$ cat config.mk
export PLATFORM = sky130hd
export DESIGN_NAME = ysyx_24100006_rd_arbiter_flat
export DESIGN_NICKNAME = d
export VERILOG_FILES = /design/src/rtl/ysyx_24100006_rd_arbiter_if.sv /design/src/rtl/ysyx_24100006_rd_arbiter.sv /design/src/flat_wrapper.sv
export SDC_FILE = /design/constraint.sdc
export NUM_CORES = 1
export LEC_CHECK = 0
export ABC_AREA = 1
export BUFFER_PORTS_ARGS = -buffer_cell sky130_fd_sc_hd__buf_2
export CAP_MARGIN = 20
export CORE_MARGIN = 4
export CORE_UTILIZATION = 40
export DETAILED_ROUTE_END_ITERATION = 8
export PLACE_DENSITY = 0.86
export SKIP_CTS_REPAIR_TIMING = 1
export SLEW_MARGIN = 25
export SYNTH_ARGS = -nofsm -noshare
export SYNTH_HDL_FRONTEND = slang
export SYNTH_SLANG_ARGS = --single-unit
$ cat constraint.sdc
create_clock -name clk -period 1.6 [get_ports clk]
set_input_delay 0 -clock clk [delete_from_list [all_inputs] [get_ports clk]]
set_output_delay 0 -clock clk [all_outputs]
set_load 0.03 [all_outputs]
$ cat src/rtl/ysyx_24100006_rd_arbiter_if.sv
// Read-address/read-data bundle for one side of the read arbiter.
// The master modport is the side that issues reads; slave is the side that serves them.
interface ysyx_24100006_rd_arbiter_if;
    logic [31:0] araddr;
    logic        arvalid;
    logic        arready;
    logic        rvalid;
    logic        rready;
    logic [31:0] rdata;
    logic [1:0]  rresp;
    logic        rlast;

    modport master (
        output araddr, arvalid, rready,
        input  arready, rvalid, rdata, rresp, rlast
    );

    modport slave (
        input  araddr, arvalid, rready,
        output arready, rvalid, rdata, rresp, rlast
    );
endinterface

$ cat src/rtl/ysyx_24100006_rd_arbiter.sv
// Two-requester (IFU=m0, LSU=m1) read arbiter onto one shared slave, one transaction in flight.
// Define ROUND_ROBIN_EN for alternating grants on contention; otherwise the LSU always wins.
module ysyx_24100006_rd_arbiter (
    input  logic                            clk,
    input  logic                            reset,
    ysyx_24100006_rd_arbiter_if.slave       m0,
    ysyx_24100006_rd_arbiter_if.slave       m1,
    ysyx_24100006_rd_arbiter_if.master      s
);

    typedef enum logic [1:0] {
        ST_IDLE = 2'd0,
        ST_ADDR = 2'd1,
        ST_DATA = 2'd2
    } state_t;

    state_t      state_r;
    state_t      state_s;
    logic [31:0] addr_r;
    logic [31:0] addr_s;
    logic        grant_r;
    logic        grant_s;
    logic        win_s;
    logic        rready_s;
`ifdef ROUND_ROBIN_EN
    logic        last_r;
    logic        last_s;
`endif

    // Pick the requester that wins arbitration this cycle (1 = m1).
    always_comb begin
        win_s = 1'b0;
        if (m0.arvalid && m1.arvalid) begin
`ifdef ROUND_ROBIN_EN
            win_s = ~last_r;
`else
            win_s = 1'b1;
`endif
        end else if (m1.arvalid) begin
            win_s = 1'b1;
        end else begin
            win_s = 1'b0;
        end
    end

    // Next-state logic and all channel outputs.
    always_comb begin
        state_s    = state_r;
        addr_s     = addr_r;
        grant_s    = grant_r;
`ifdef ROUND_ROBIN_EN
        last_s     = last_r;
`endif
        rready_s   = 1'b0;
        m0.arready = 1'b0;
        m1.arready = 1'b0;
        m0.rvalid  = 1'b0;
        m1.rvalid  = 1'b0;
        s.arvalid  = 1'b0;
        s.araddr   = addr_r;
        case (state_r)
            ST_IDLE: begin
                if (m0.arvalid || m1.arvalid) begin
                    m0.arready = ~win_s;
                    m1.arready = win_s;
                    addr_s     = win_s ? m1.araddr : m0.araddr;
                    grant_s    = win_s;
                    state_s    = ST_ADDR;
                end else begin
                    state_s    = ST_IDLE;
                end
            end
            ST_ADDR: begin
                s.arvalid = 1'b1;
                if (s.arready) begin
                    state_s = ST_DATA;
                end else begin
                    state_s = ST_ADDR;
                end
            end
            ST_DATA: begin
                // Only rvalid is steered; the data/resp/last buses fan out to both requesters.
                rready_s  = grant_r ? m1.rready : m0.rready;
                m0.rvalid = s.rvalid & ~grant_r;
                m1.rvalid = s.rvalid & grant_r;
                if (s.rvalid && rready_s && s.rlast) begin
                    state_s = ST_IDLE;
`ifdef ROUND_ROBIN_EN
                    last_s  = grant_r;
`endif
                end else begin
                    state_s = ST_DATA;
                end
            end
            default: begin
                state_s = ST_IDLE;
            end
        endcase
    end

    assign s.rready  = rready_s;
    assign m0.rdata  = s.rdata;
    assign m1.rdata  = s.rdata;
    assign m0.rresp  = s.rresp;
    assign m1.rresp  = s.rresp;
    assign m0.rlast  = s.rlast;
    assign m1.rlast  = s.rlast;

    // State and transaction registers; last served starts at m1 so m0 wins the first contention.
    always_ff @(posedge clk) begin
        if (reset) begin
            state_r <= ST_IDLE;
            addr_r  <= 32'h0000_0000;
            grant_r <= 1'b0;
`ifdef ROUND_ROBIN_EN
            last_r  <= 1'b1;
`endif
        end else begin
            state_r <= state_s;
            addr_r  <= addr_s;
            grant_r <= grant_s;
`ifdef ROUND_ROBIN_EN
            last_r  <= last_s;
`endif
        end
    end

endmodule

$ cat src/flat_wrapper.sv
// flat-port wrapper written by rule: the top's interface ports become plain ports
module ysyx_24100006_rd_arbiter_flat 
  (clk, reset, m0_araddr, m0_arvalid, m0_rready, m0_arready, m0_rvalid, m0_rdata, m0_rresp, m0_rlast, m1_araddr, m1_arvalid, m1_rready, m1_arready, m1_rvalid, m1_rdata, m1_rresp, m1_rlast, s_araddr, s_arvalid, s_rready, s_arready, s_rvalid, s_rdata, s_rresp, s_rlast);
  ysyx_24100006_rd_arbiter_if m0_i ();
  ysyx_24100006_rd_arbiter_if m1_i ();
  ysyx_24100006_rd_arbiter_if s_i ();
  input  logic clk;
  input  logic reset;
  input wire logic [$bits(m0_i.araddr)-1:0] m0_araddr;
  input wire logic [$bits(m0_i.arvalid)-1:0] m0_arvalid;
  input wire logic [$bits(m0_i.rready)-1:0] m0_rready;
  output wire logic [$bits(m0_i.arready)-1:0] m0_arready;
  output wire logic [$bits(m0_i.rvalid)-1:0] m0_rvalid;
  output wire logic [$bits(m0_i.rdata)-1:0] m0_rdata;
  output wire logic [$bits(m0_i.rresp)-1:0] m0_rresp;
  output wire logic [$bits(m0_i.rlast)-1:0] m0_rlast;
  input wire logic [$bits(m1_i.araddr)-1:0] m1_araddr;
  input wire logic [$bits(m1_i.arvalid)-1:0] m1_arvalid;
  input wire logic [$bits(m1_i.rready)-1:0] m1_rready;
  output wire logic [$bits(m1_i.arready)-1:0] m1_arready;
  output wire logic [$bits(m1_i.rvalid)-1:0] m1_rvalid;
  output wire logic [$bits(m1_i.rdata)-1:0] m1_rdata;
  output wire logic [$bits(m1_i.rresp)-1:0] m1_rresp;
  output wire logic [$bits(m1_i.rlast)-1:0] m1_rlast;
  output wire logic [$bits(s_i.araddr)-1:0] s_araddr;
  output wire logic [$bits(s_i.arvalid)-1:0] s_arvalid;
  output wire logic [$bits(s_i.rready)-1:0] s_rready;
  input wire logic [$bits(s_i.arready)-1:0] s_arready;
  input wire logic [$bits(s_i.rvalid)-1:0] s_rvalid;
  input wire logic [$bits(s_i.rdata)-1:0] s_rdata;
  input wire logic [$bits(s_i.rresp)-1:0] s_rresp;
  input wire logic [$bits(s_i.rlast)-1:0] s_rlast;
  assign m0_i.araddr = m0_araddr;
  assign m0_i.arvalid = m0_arvalid;
  assign m0_i.rready = m0_rready;
  assign m0_arready = m0_i.arready;
  assign m0_rvalid = m0_i.rvalid;
  assign m0_rdata = m0_i.rdata;
  assign m0_rresp = m0_i.rresp;
  assign m0_rlast = m0_i.rlast;
  assign m1_i.araddr = m1_araddr;
  assign m1_i.arvalid = m1_arvalid;
  assign m1_i.rready = m1_rready;
  assign m1_arready = m1_i.arready;
  assign m1_rvalid = m1_i.rvalid;
  assign m1_rdata = m1_i.rdata;
  assign m1_rresp = m1_i.rresp;
  assign m1_rlast = m1_i.rlast;
  assign s_araddr = s_i.araddr;
  assign s_arvalid = s_i.arvalid;
  assign s_rready = s_i.rready;
  assign s_i.arready = s_arready;
  assign s_i.rvalid = s_rvalid;
  assign s_i.rdata = s_rdata;
  assign s_i.rresp = s_rresp;
  assign s_i.rlast = s_rlast;
  ysyx_24100006_rd_arbiter u_core (.clk(clk), .reset(reset), .m0(m0_i), .m1(m1_i), .s(s_i));
endmodule
# Word level (Yosys, flattened, before mapping)
# Index checks and enable logic that the tools add are counted.
# op_classes
bitwise_logic,4
n_reduce_logical,6
eq_ne,2
n_mux,16
# ops
operator,n
two-way mux 32 bit,1
two-way mux 1 bit,12
case mux 2 bit (3 select lines),1
two-way mux 2 bit,2
logical AND 1 bit,3
AND 1 bit,2
equality test 2 x 1 -> 1 bit (second input constant),1
equality test 2 bit (second input constant),1
logical NOT 2 bit,1
inverter 1 bit,2
AND reduction 2 bit,1
logical OR 1 bit,1
# word_totals
output_inout_bits,108
word_cells,31
regBits,35
input_bits,107

# Longest topological paths before layout
# logic_depth
ltp_word,5
depth_mapped,6
ltp_nobuf,6

# Worst setup path after synthesis
# Ideal clock, no wire load.
# synth_timing
path_kind,flip-flop to output port
start,reg u_core.state_r[1]
end,out m0_rvalid
setup_slack_ps,354
path_buffers,0
path_stages_with_launch,5
required_time_ps,1600
arrival_time_ps,1246
path_cell_list,dfxtp_1 > inv_1 > nor2_1 > inv_1 > nor3_1
# synth_between
elab_chain_len,2
# synth_rtl
item,line_no,text
start: declaration,ysyx_24100006_rd_arbiter.sv:17,state_t state_r;
start signal: assignment,ysyx_24100006_rd_arbiter.sv:119,state_r <= state_s;
equality test 2 bit,ysyx_24100006_rd_arbiter.sv:61,case (state_r)
two-way mux 1 bit,ysyx_24100006_rd_arbiter.sv:61,
end: declaration,flat_wrapper.sv:13,output wire logic [$bits(m0_i.rvalid)-1:0] m0_rvalid;
# Every way passes these cells.

# Final worst setup path
# Ends and elaborated chain as after synthesis.

==> summary.md <==
| Metric | Value |
|---|---|
| Run status | complete, no violations |
| Port Buffers | 112 |
| P_leak | 0.00135 uW |
| Total Power | 2260 uW |
| GPL Wtd Cong | 0.767 |
| Fin Hold WS | 0.0000145 ns |
| Iteration-0 DRC Markers | 41 |
| Routed wire length on met2 | 2.36 mm |
| Final Hold Fails | 0 |
| Final setup fails | 0 |
| Yosys top cell area share | 0.305 |
| Worst-case clock buffer depth | 2 |
| FP Rows | 27 |
| Fin cells | 455 |
| Metal3 WL | 543 um |
| Req. time, crit path | 1.60 ns |
| Die Ht | 83.8 um |
| CP Capture Type | output port |
| Post-Route WL | 4.99 mm |
| TritonRoute pass-1 iters | 4 |
| Startpoint types | register |
| I/O pins | 215 |
| Core box area | 5540 sq um |
| Worst-Margin Slew | 0.626 ns |
| Nets | 489 |
| Vias | 2039 |
| Die W | 83.8 um |
| Fin crit period | 1.38 ns |
| Grt ovf | 0 |
| Total GRT Usage | 0.140 |
| DP Wirelength | 3.91 mm |
| Routed Antenna Nets | 0 |
| Syn Area/Cell | 6.66 sq um |
| Critical path class | reg -> out |
| Setup TNS | 0 ns |
| CTS sink count | 35 |
| # H-tree levels | 2 |
| First-pass GRT wire length | 8.28 mm |
| Clk_lat worst skew | 0.28 ns |
| Max-slew violation count | 0 |
| Ys Warns | 0 |
| CTS Root Buffer Type | clkbuf_8 |
| Peak supply drop | 0.392 mV |
| Max_slew headroom | 0.583 |
| Post-synthesis cell type with the largest combined area | dfxtp_1 |
| # Max-Cap Violations | 0 |
| Layout area overhead | 5.72% |
| Syn_nets | 452 |
| Initial antenna violation count | 0 |
| Wirelength per Cell | 11.0 um |
| Antenna cells | 0 |
| Synth area leaders | dfxtp_1 (30%), buf_4 (23%), nand2_1 (17%), a21oi_1 (7.8%), inv_1 (6.5%) |
| Clk_skew | 0.00339 ns |
| Drc violations | 0 |
| CP Max Fanout | 3 |
| Vias per inst | 4.48 |
| Post-synthesis sequential area ratio | 0.305 |
| DR top layer | met4 |
| Yosys reg bits | 35 |
| FF-to-FF setup slack | 0.35 ns |
| RSZ-0062 raised after global routing | false |
| Cell area after synthesis | 2300 sq um |
| F_max | 0.726 GHz |
| Starting Density | 0.415 |
| Die area | 7020 sq um |
| Largest net degree at the start of global routing | 36 |
| Mapped Cells | 345 |
| HP Class | in -> out |
| TritonCTS buffer count | 5 |
| CTS tree | done |
| Vias in the first global route | 1918 |
| Worst Path Arrival | 1.38 ns |
| Ratio of cells with drive above 1 in the final layout | 0.337 |
| Distinct cells, synth | 16 |
| P per Cell Area | 931 nW/um^2 |
| WL met1 | 1.94 mm |
| Final Cycle Share | 0.861 |
| Worst-path clk slew | 0.07 ns |
| Placed insts | 446 |
| Placed inst area | 2340 sq um |
| Finished Cell Area | 2430 sq um |
## kinds of logic after synthesis
logic type | share of synthesized area
compound gates | 0.152
simple gates | 0.198
flops | 0.305
buf+inv | 0.345
## layout make-up
cell class / count / area [sq um]
Sequential cell: 35 / 701
Clock buffer: 5 / 68.8
Inverter: 40 / 150
Multi-Input combinational cell: 183 / 805
Timing Repair Buffer: 117 / 601
Clock inverter: 3 / 15.0
Tap cell: 72 / 90.1
Fill cell: 633 / 3110
## final timing paths
path / startpoint / end / depth (start not counted)
setup / recovery: u_core.state_r[1] / m0_rvalid / 5
hold / removal: s_rdata[14] / m0_rdata[14] / 0
setup reg to reg: u_core.state_r[1] / u_core.s.araddr[9] / 5
hold reg to reg: u_core.s.araddr[16] / u_core.s.araddr[16] / 2
## cell usage in the layout, fill, tap and decap left out, types with 3 or more instances in the layout
cell type / instances
nor2_1: 3
clkbuf_8: 5
clkinv_2: 3
a21oi_1: 36
o21ai_1: 5
nand2_1: 105
buf_2: 112
o21ai_0: 27
inv_1: 40
buf_4: 4
dfxtp_1: 35
## power breakdown
group,switching [uW],leakage (uW),internal (uW)
Clock,304,0.0000477,298
Combinational,438,0.00102,228
Sequential,42.8,0.000289,953
Total,784,0.00135,1480
## through the flow
stage / setup slack [ns] / util
6_report: 0.222 / 0.439
5_1_grt: 0.132 / 0.439
4_1_cts: 0.190 / 0.437
3_5_place_dp: 0.362 / 0.422
3_3_place_gp: 0.450 / 0.422
2_1_floorplan: 0.354 / -
## registers in the layout (all words and copies together), names as in the netlist
signal	count
u_core.grant_r	1
u_core.state_r	2
u_core.s.araddr	32
## cells in the mapped netlist, drive strengths merged
cell	n
o21ai	33
nor2	4
dfxtp	35
buf	81
clkbuf	6
a21oi	36
inv	40
nand2	108
nor3	2
## worst max-delay path, stage by stage (launching register included)
cell and delay [ns]:
dfxtp_1 0.41, inv_1 0.06, nor2_1 0.15, inv_1 0.10, nor3_1 0.16, buf_2 0.23
## per-layer routing
metal,up-vias,track usage
met5,-,0
met4,0,0.0716
met3,22,0.0533
met2,93,0.238
met1,870,0.151
li1,1054,-
(Power assumes the default switching activity.)
